`src/rtl/pfb_sync_pkg.sv`:
```
// Shared encodings for the PFB sync sequencer: FSM states and the ctrl-word bit map.
package pfb_sync_pkg;

  typedef enum logic [1:0] {
    IDLE  = 2'd0,
    ARMED = 2'd1,
    RUN   = 2'd2
  } state_t;

  localparam int CTRL_ARM     = 0;
  localparam int CTRL_FORCE   = 1;
  localparam int CTRL_PER_EN  = 2;
  localparam int CTRL_SEL_LSB = 8;

endpackage

```
`src/rtl/rise_detect.sv`:
```
// Registered rising-edge detector: rise is high for the one cycle where level is 1 and was 0.
module rise_detect (
  input  logic clk,
  input  logic rst_n,
  input  logic level,
  output logic rise
);

  logic level_q;

  always_ff @(posedge clk or negedge rst_n) begin
    if (!rst_n) level_q <= 1'b0;
    else        level_q <= level;
  end

  assign rise = level & ~level_q;

endmodule

```
`src/rtl/pfb_sync_sequencer.sv`:
```
// Issues aligned one-cycle PFB sync pulses (one-shot, forced or periodic) and switches
// the datapath mux select only on a pulse cycle.
//
//  state | meaning
//  IDLE  | no sync source active; force still issues a single pulse
//  ARMED | waiting for the first external sync (or force) edge
//  RUN   | free-running, one pulse every sync_period_i cycles
module pfb_sync_sequencer
  import pfb_sync_pkg::*;
#(
  parameter int SEL_W    = 4,
  parameter int PERIOD_W = 32,
  parameter int CNT_W    = 32
) (
  input  logic                user_clk,
  input  logic                user_rst_n,
  input  logic [31:0]         ctrl_word_i,
  input  logic [PERIOD_W-1:0] sync_period_i,
  input  logic                ext_sync_i,
  output logic                pfb_sync_o,
  output logic [SEL_W-1:0]    mux_sel_o,
  output logic                armed_o,
  output logic                running_o,
  output logic [CNT_W-1:0]    sync_count_o
);

  localparam logic [31:0] CTRL_USED = 32'h7 | (((32'h1 << SEL_W) - 32'h1) << CTRL_SEL_LSB);

  state_t              state;
  state_t              state_nxt;
  logic                pulse;
  logic                arm_rise;
  logic                force_rise;
  logic                ext_rise;
  logic                per_en;
  logic                run_ok;
  logic [SEL_W-1:0]    sel_req;
  logic [PERIOD_W-1:0] cnt;
  logic [PERIOD_W-1:0] reload;
  logic                cnt_zero;
  logic                ctrl_unused;

  assign per_en      = ctrl_word_i[CTRL_PER_EN];
  assign sel_req     = ctrl_word_i[CTRL_SEL_LSB +: SEL_W];
  assign ctrl_unused = ^(ctrl_word_i & ~CTRL_USED);

  rise_detect u_arm_rise (
    .clk   (user_clk),
    .rst_n (user_rst_n),
    .level (ctrl_word_i[CTRL_ARM]),
    .rise  (arm_rise)
  );

  rise_detect u_force_rise (
    .clk   (user_clk),
    .rst_n (user_rst_n),
    .level (ctrl_word_i[CTRL_FORCE]),
    .rise  (force_rise)
  );

  rise_detect u_ext_rise (
    .clk   (user_clk),
    .rst_n (user_rst_n),
    .level (ext_sync_i),
    .rise  (ext_rise)
  );

  // Periods below 2 cannot free-run; they also reload as 0 so the countdown never underflows.
  assign run_ok   = per_en && (sync_period_i >= PERIOD_W'(2));
  assign reload   = (sync_period_i >= PERIOD_W'(2)) ? (sync_period_i - PERIOD_W'(2)) : '0;
  assign cnt_zero = (cnt == '0);

  always_ff @(posedge user_clk or negedge user_rst_n) begin
    if (!user_rst_n) state <= IDLE;
    else             state <= state_nxt;
  end

  always_comb begin
    state_nxt = state;
    pulse     = 1'b0;
    case (state)
      IDLE: begin
        if (arm_rise) begin
          state_nxt = ARMED;
        end else if (force_rise) begin
          pulse     = 1'b1;
          state_nxt = run_ok ? RUN : IDLE;
        end
      end
      ARMED: begin
        if (ext_rise || force_rise) begin
          pulse     = 1'b1;
          state_nxt = run_ok ? RUN : IDLE;
        end
      end
      RUN: begin
        if (arm_rise) begin
          state_nxt = ARMED;
        end else if (!per_en) begin
          state_nxt = IDLE;
        end else if (force_rise || (cnt_zero && !pfb_sync_o)) begin
          pulse     = 1'b1;
          state_nxt = run_ok ? RUN : IDLE;
        end
      end
      default: state_nxt = IDLE;
    endcase
  end

  // Reload happens in the pulse cycle itself, so reload-to-zero plus the zero cycle spans one period.
  always_ff @(posedge user_clk or negedge user_rst_n) begin
    if (!user_rst_n)        cnt <= '0;
    else if (state != RUN)  cnt <= '0;
    else if (pfb_sync_o)    cnt <= reload;
    else if (!cnt_zero)     cnt <= cnt - PERIOD_W'(1);
  end

  always_ff @(posedge user_clk or negedge user_rst_n) begin
    if (!user_rst_n) begin
      pfb_sync_o   <= 1'b0;
      mux_sel_o    <= '0;
      sync_count_o <= '0;
    end else begin
      pfb_sync_o <= pulse;
      if (pulse) mux_sel_o <= sel_req;
      if (arm_rise)   sync_count_o <= '0;
      else if (pulse) sync_count_o <= sync_count_o + CNT_W'(1);
    end
  end

  assign armed_o   = (state == ARMED);
  assign running_o = (state == RUN);

endmodule
```
`config.mk`:
```
export PLATFORM = sky130hd
export DESIGN_NAME = pfb_sync_sequencer
export DESIGN_NICKNAME = d
export VERILOG_FILES = /design/src/rtl/pfb_sync_pkg.sv /design/src/rtl/rise_detect.sv /design/src/rtl/pfb_sync_sequencer.sv
export SDC_FILE = /design/constraint.sdc
export NUM_CORES = 1
export LEC_CHECK = 0
export BUFFER_PORTS_ARGS = -buffer_cell sky130_fd_sc_hd__clkbuf_2
export CORE_MARGIN = 10
export CORE_UTILIZATION = 38
export DETAILED_ROUTE_END_ITERATION = 10
export GPL_TIMING_DRIVEN = 1
export HOLD_SLACK_MARGIN = 0.08
export PLACE_DENSITY_LB_ADDON = 0.25
export SLEW_MARGIN = 20
export SYNTH_ARGS = -nofsm -noshare
export SYNTH_HDL_FRONTEND = slang
export SYNTH_SLANG_ARGS = --single-unit
```
`constraint.sdc`:
```
create_clock -name user_clk -period 3.21 [get_ports user_clk]
set_clock_uncertainty 0.2 [all_clocks]
set_input_delay 0.642 -clock user_clk [delete_from_list [all_inputs] [get_ports user_clk]]
set_output_delay 0.642 -clock user_clk [all_outputs]
set_load 0.005 [all_outputs]
```
==> metrics.csv <==
stage;metric;value;unit
status;status;completed;
min_path;Tightest Hold Check Type;in -> reg;
global_routing;largest net degree at the start of global routing;75;
global_routing;grt ovf;0;
detailed_routing;drt total wl;12.9;mm
yosys;EDFF count, synth;0;
yosys;Synth Area in Compound Gates;13.9;%
place;global placer's final weighted congestion;0.878;
pwr;PD cells;952;nW/um^2
worst_setup_path;Crit Path Max Fanout;36;
global_routing;first-pass GRT wire length;22.1;mm
detailed_routing;1st-iter DRT viols;400;
yosys;YS warnings;0;
place;hpwl dp;9.32;mm
timing;RSZ-0062 raised after global routing;false;
floorplanning;I/O pins;106;
floorplanning;Initial Utilization;38.6;%
worst_setup_path;CP Class;reg -> reg;
detailed_routing;# DRC;0;
place;PortBufs;80;
pwr;Tot Pwr;5.49;mW
cts;Clock Latency Late Sink;0.34;ns
final_layout;commonest non-fill, non-tap cell in the layout;clkbuf_2;
worst_setup_path;Worst EP arrival;2.87;ns
timing;Slew HR;36.6;%
global_routing;GRT Util Overall;14.8;%
yosys;mean post-synth cell area;9.06;sq um
final_layout;fraction of layout cells with a size suffix above 1;21.2;%
global_routing;vias in the first global route;4418;
cts;setup bufs post-CTS;0;
worst_setup_path;reg2reg end;sync_count_o[17];
cts;cts-stage hold buffer count;0;
timing;fin. max-slew vios;0;
timing;fin crit share;87.3;%
worst_setup_path;Reg-to-Reg Start;cnt[17];
detailed_routing;Avg WL per Cell;16.3;microns
cts;TritonCTS Buffers;9;
yosys;Yosys reg bits;74;
final_layout;# nets final;684;
yosys;Seq/Total Area, Yosys;38.3;%
worst_setup_path;most frequent CP cell;nor4_4;
yosys;adder-cell share of the synthesized area;1.04;%
yosys;Synth Net Count;604;
worst_setup_path;Reg2Reg Depth;7;
detailed_routing;post-route ant nets;0;
cts;post-cts sizing count;0;
final_layout;commonest non-fill, non-tap cells in the layout;79 x clkbuf_2, 74 x dfrtp_1, 68 x nor2_1;
yosys;Post-Syn Instances;533;
worst_setup_path;Crit. End Element;flip-flop;
worst_setup_path;worst setup path startpoint;cnt[17];
yosys;Post-Synth Simple-Gate Area;30.5;%
detailed_routing;vias per cell;5.46;
timing;fin crit period;2.80;ns
worst_setup_path;crit-path cells;nor4_4, nand4_2, nor4_4, nor2_2, buf_4, or3_1, a21oi_1;
final_layout;final cell utilization of the core;46.1;%
worst_setup_path;Startpoint Class;flip-flop;
worst_setup_path;end of the critical path;sync_count_o[17];
cts;CTS tree;done;
floorplanning;Die Y;133;microns
yosys;Post-Syn Area;4830;sq um
floorplanning;Die Area;17600;sq um
global_routing;initial antenna violation count;0;
floorplanning;Die X;133;microns
final_layout;ANT cells;0;
worst_setup_path;required time of the critical path;3.27;ns
yosys;Synth Area in XOR/XNOR;11.6;%
floorplanning;row count;41;
worst_setup_path;FF-to-FF setup slack;0.41;ns
yosys;synth unique cells;58;
timing;endpoints failing hold;0;
final_layout;Layout area overhead;19.4;%
cts;# H-tree levels;3;
worst_setup_path;CP max stage delay;0.46;ns
timing;Worst-Margin Slew;0.951;ns
timing;count of final setup violators;0;
yosys;Synth Flop Type;dfrtp_1;
pwr;leak pwr;2.52;nW
floorplanning;area of the core region;12500;sq um
place;Placed Cells;774;
yosys;largest family of logic cells by synthesized area;simple AND/OR/NAND/NOR gates;
worst_setup_path;Slowest-stage cell, CP;nor4_4;
timing;fmax;357;MHz
pwr;maximum vdd drop;0.516;mV
final_layout;Layout Cells excl Fill;790;
cts;Max Buffers Root-to-Sink;2;
cts;Clock transition at path regs;0.06;ns
run;Max-Cap Viols;0;
yosys;mux share of post-synthesis cell area;1.55;%
cts;Sink Count;74;
yosys;Post-synth ARST share;100;%
detailed_routing;Via Count;4310;
detailed_routing;TritonRoute pass-1 iters;4;
cts;root buf cell;clkbuf_16;
timing;setup_tns;0;ns
==> worst min-delay path by stage <==
stage / start / cells past startpoint / to / slack [ns]
after floorplan: user_rst_n / 0 / cnt[0] / 0.15
after global placement: mux_sel_o[2] / 1 / mux_sel_o[2] / 0.28
after detailed placement: mux_sel_o[3] / 1 / mux_sel_o[3] / 0.28
after CTS: ext_sync_i / 1 / u_ext_rise.level_q / 0.22
after global routing: ext_sync_i / 1 / u_ext_rise.level_q / 0.21
final: ext_sync_i / 1 / u_ext_rise.level_q / 0.22
==> cells in the mapped netlist, types with 2 or more instances <==
cell	number	area [sq um]
or2_2	3	18.8
or4_1	10	75.1
mux2_1	4	45.0
nand2b_1	5	31.3
buf_2	5	25.0
nand4_2	2	25.0
nand4_1	14	87.6
nor2_1	68	255
o211a_1	2	20.0
o2111ai_1	5	43.8
nor2b_1	8	50.1
xnor2_1	27	236
and3_1	6	37.5
and2_1	2	12.5
nor4_2	3	37.5
o21ai_1	17	85.1
mux2i_1	3	30.0
a21oi_1	26	130
nand4b_1	5	43.8
o211ai_1	5	37.5
nor4_4	7	149
a211oi_1	5	37.5
o21ai_0	5	25.0
o221ai_1	3	26.3
nor4_1	15	93.8
or3_1	24	150
o22a_1	19	166
nand2_1	26	97.6
ha_1	4	50.1
xor2_1	37	324
nand3_1	19	95.1
o21a_1	2	15.0
nor3_1	17	85.1
dfrtp_1	74	1850
and4_1	2	17.5
clkbuf_1	20	75.1
nor4b_1	3	26.3
inv_1	11	41.3
==> cells by family (layout without fill, tap and decap cells) <==
group	after synthesis	count (layout)
mux	7	7
flops	74	74
buf+inv	37	122
simple gates	248	248
compound gates	99	99
xor+xnor	64	64
fa+ha+maj	4	4
==> worst max-delay path: cells and delay by family, from the launching register on <==
family	cells	cell delay (ns)
buffers and inverters	1	0.28
AO/OA/AOI/OAI	1	0.15
AND/OR/NAND/NOR	5	1.64
flip-flops	1	0.44
==> final cells by class <==
| cell class | instances | area [sq um] |
|---|---|---|
| inverter | 11 | 41.3 |
| tap | 172 | 215 |
| clock buffer | 11 | 233 |
| sequential | 74 | 1850 |
| clock inverter | 5 | 78.8 |
| timing repair buffer | 95 | 515 |
| multi-input combinational | 422 | 2830 |
| fill | 1284 | 6750 |
==> flip-flops by register name, summed over array words and instances, names as in the netlist <==
register / count
sync_count_o: 32
pfb_sync_o: 1
mux_sel_o: 4
cnt: 32
state: 2
u_force_rise.level_q: 1
u_arm_rise.level_q: 1
u_ext_rise.level_q: 1
==> power breakdown <==
| group | switching [mW] | internal, mW | leakage (nW) |
|---|---|---|---|
| registers | 0.205 | 1.10 | 1.01 |
| logic | 1.69 | 1.42 | 1.36 |
| clock network | 0.394 | 0.680 | 0.153 |
==> per-stage QoR <==
stage                     hold slack (ns)  instance area [sq um]  worst slack (ns)
final                               0.224                   5770             0.407
after global routing                0.212                   5770             0.174
after CTS                           0.216                   5770             0.416
after detailed placement            0.284                   5460             0.214
after global placement              0.275                   5460             0.235
after floorplan                     0.146                   4830             0.532
==> per-layer routing <==
metal	vias to the layer above	share of wire, %	GRT usage (%)
met3	8	6.1	3.71
met1	2036	47	19.8
met2	133	46	22.8
li1	2133	-	-
met4	0	0.82	4.58
met5	-	0	0
(Power assumes the default switching activity.)
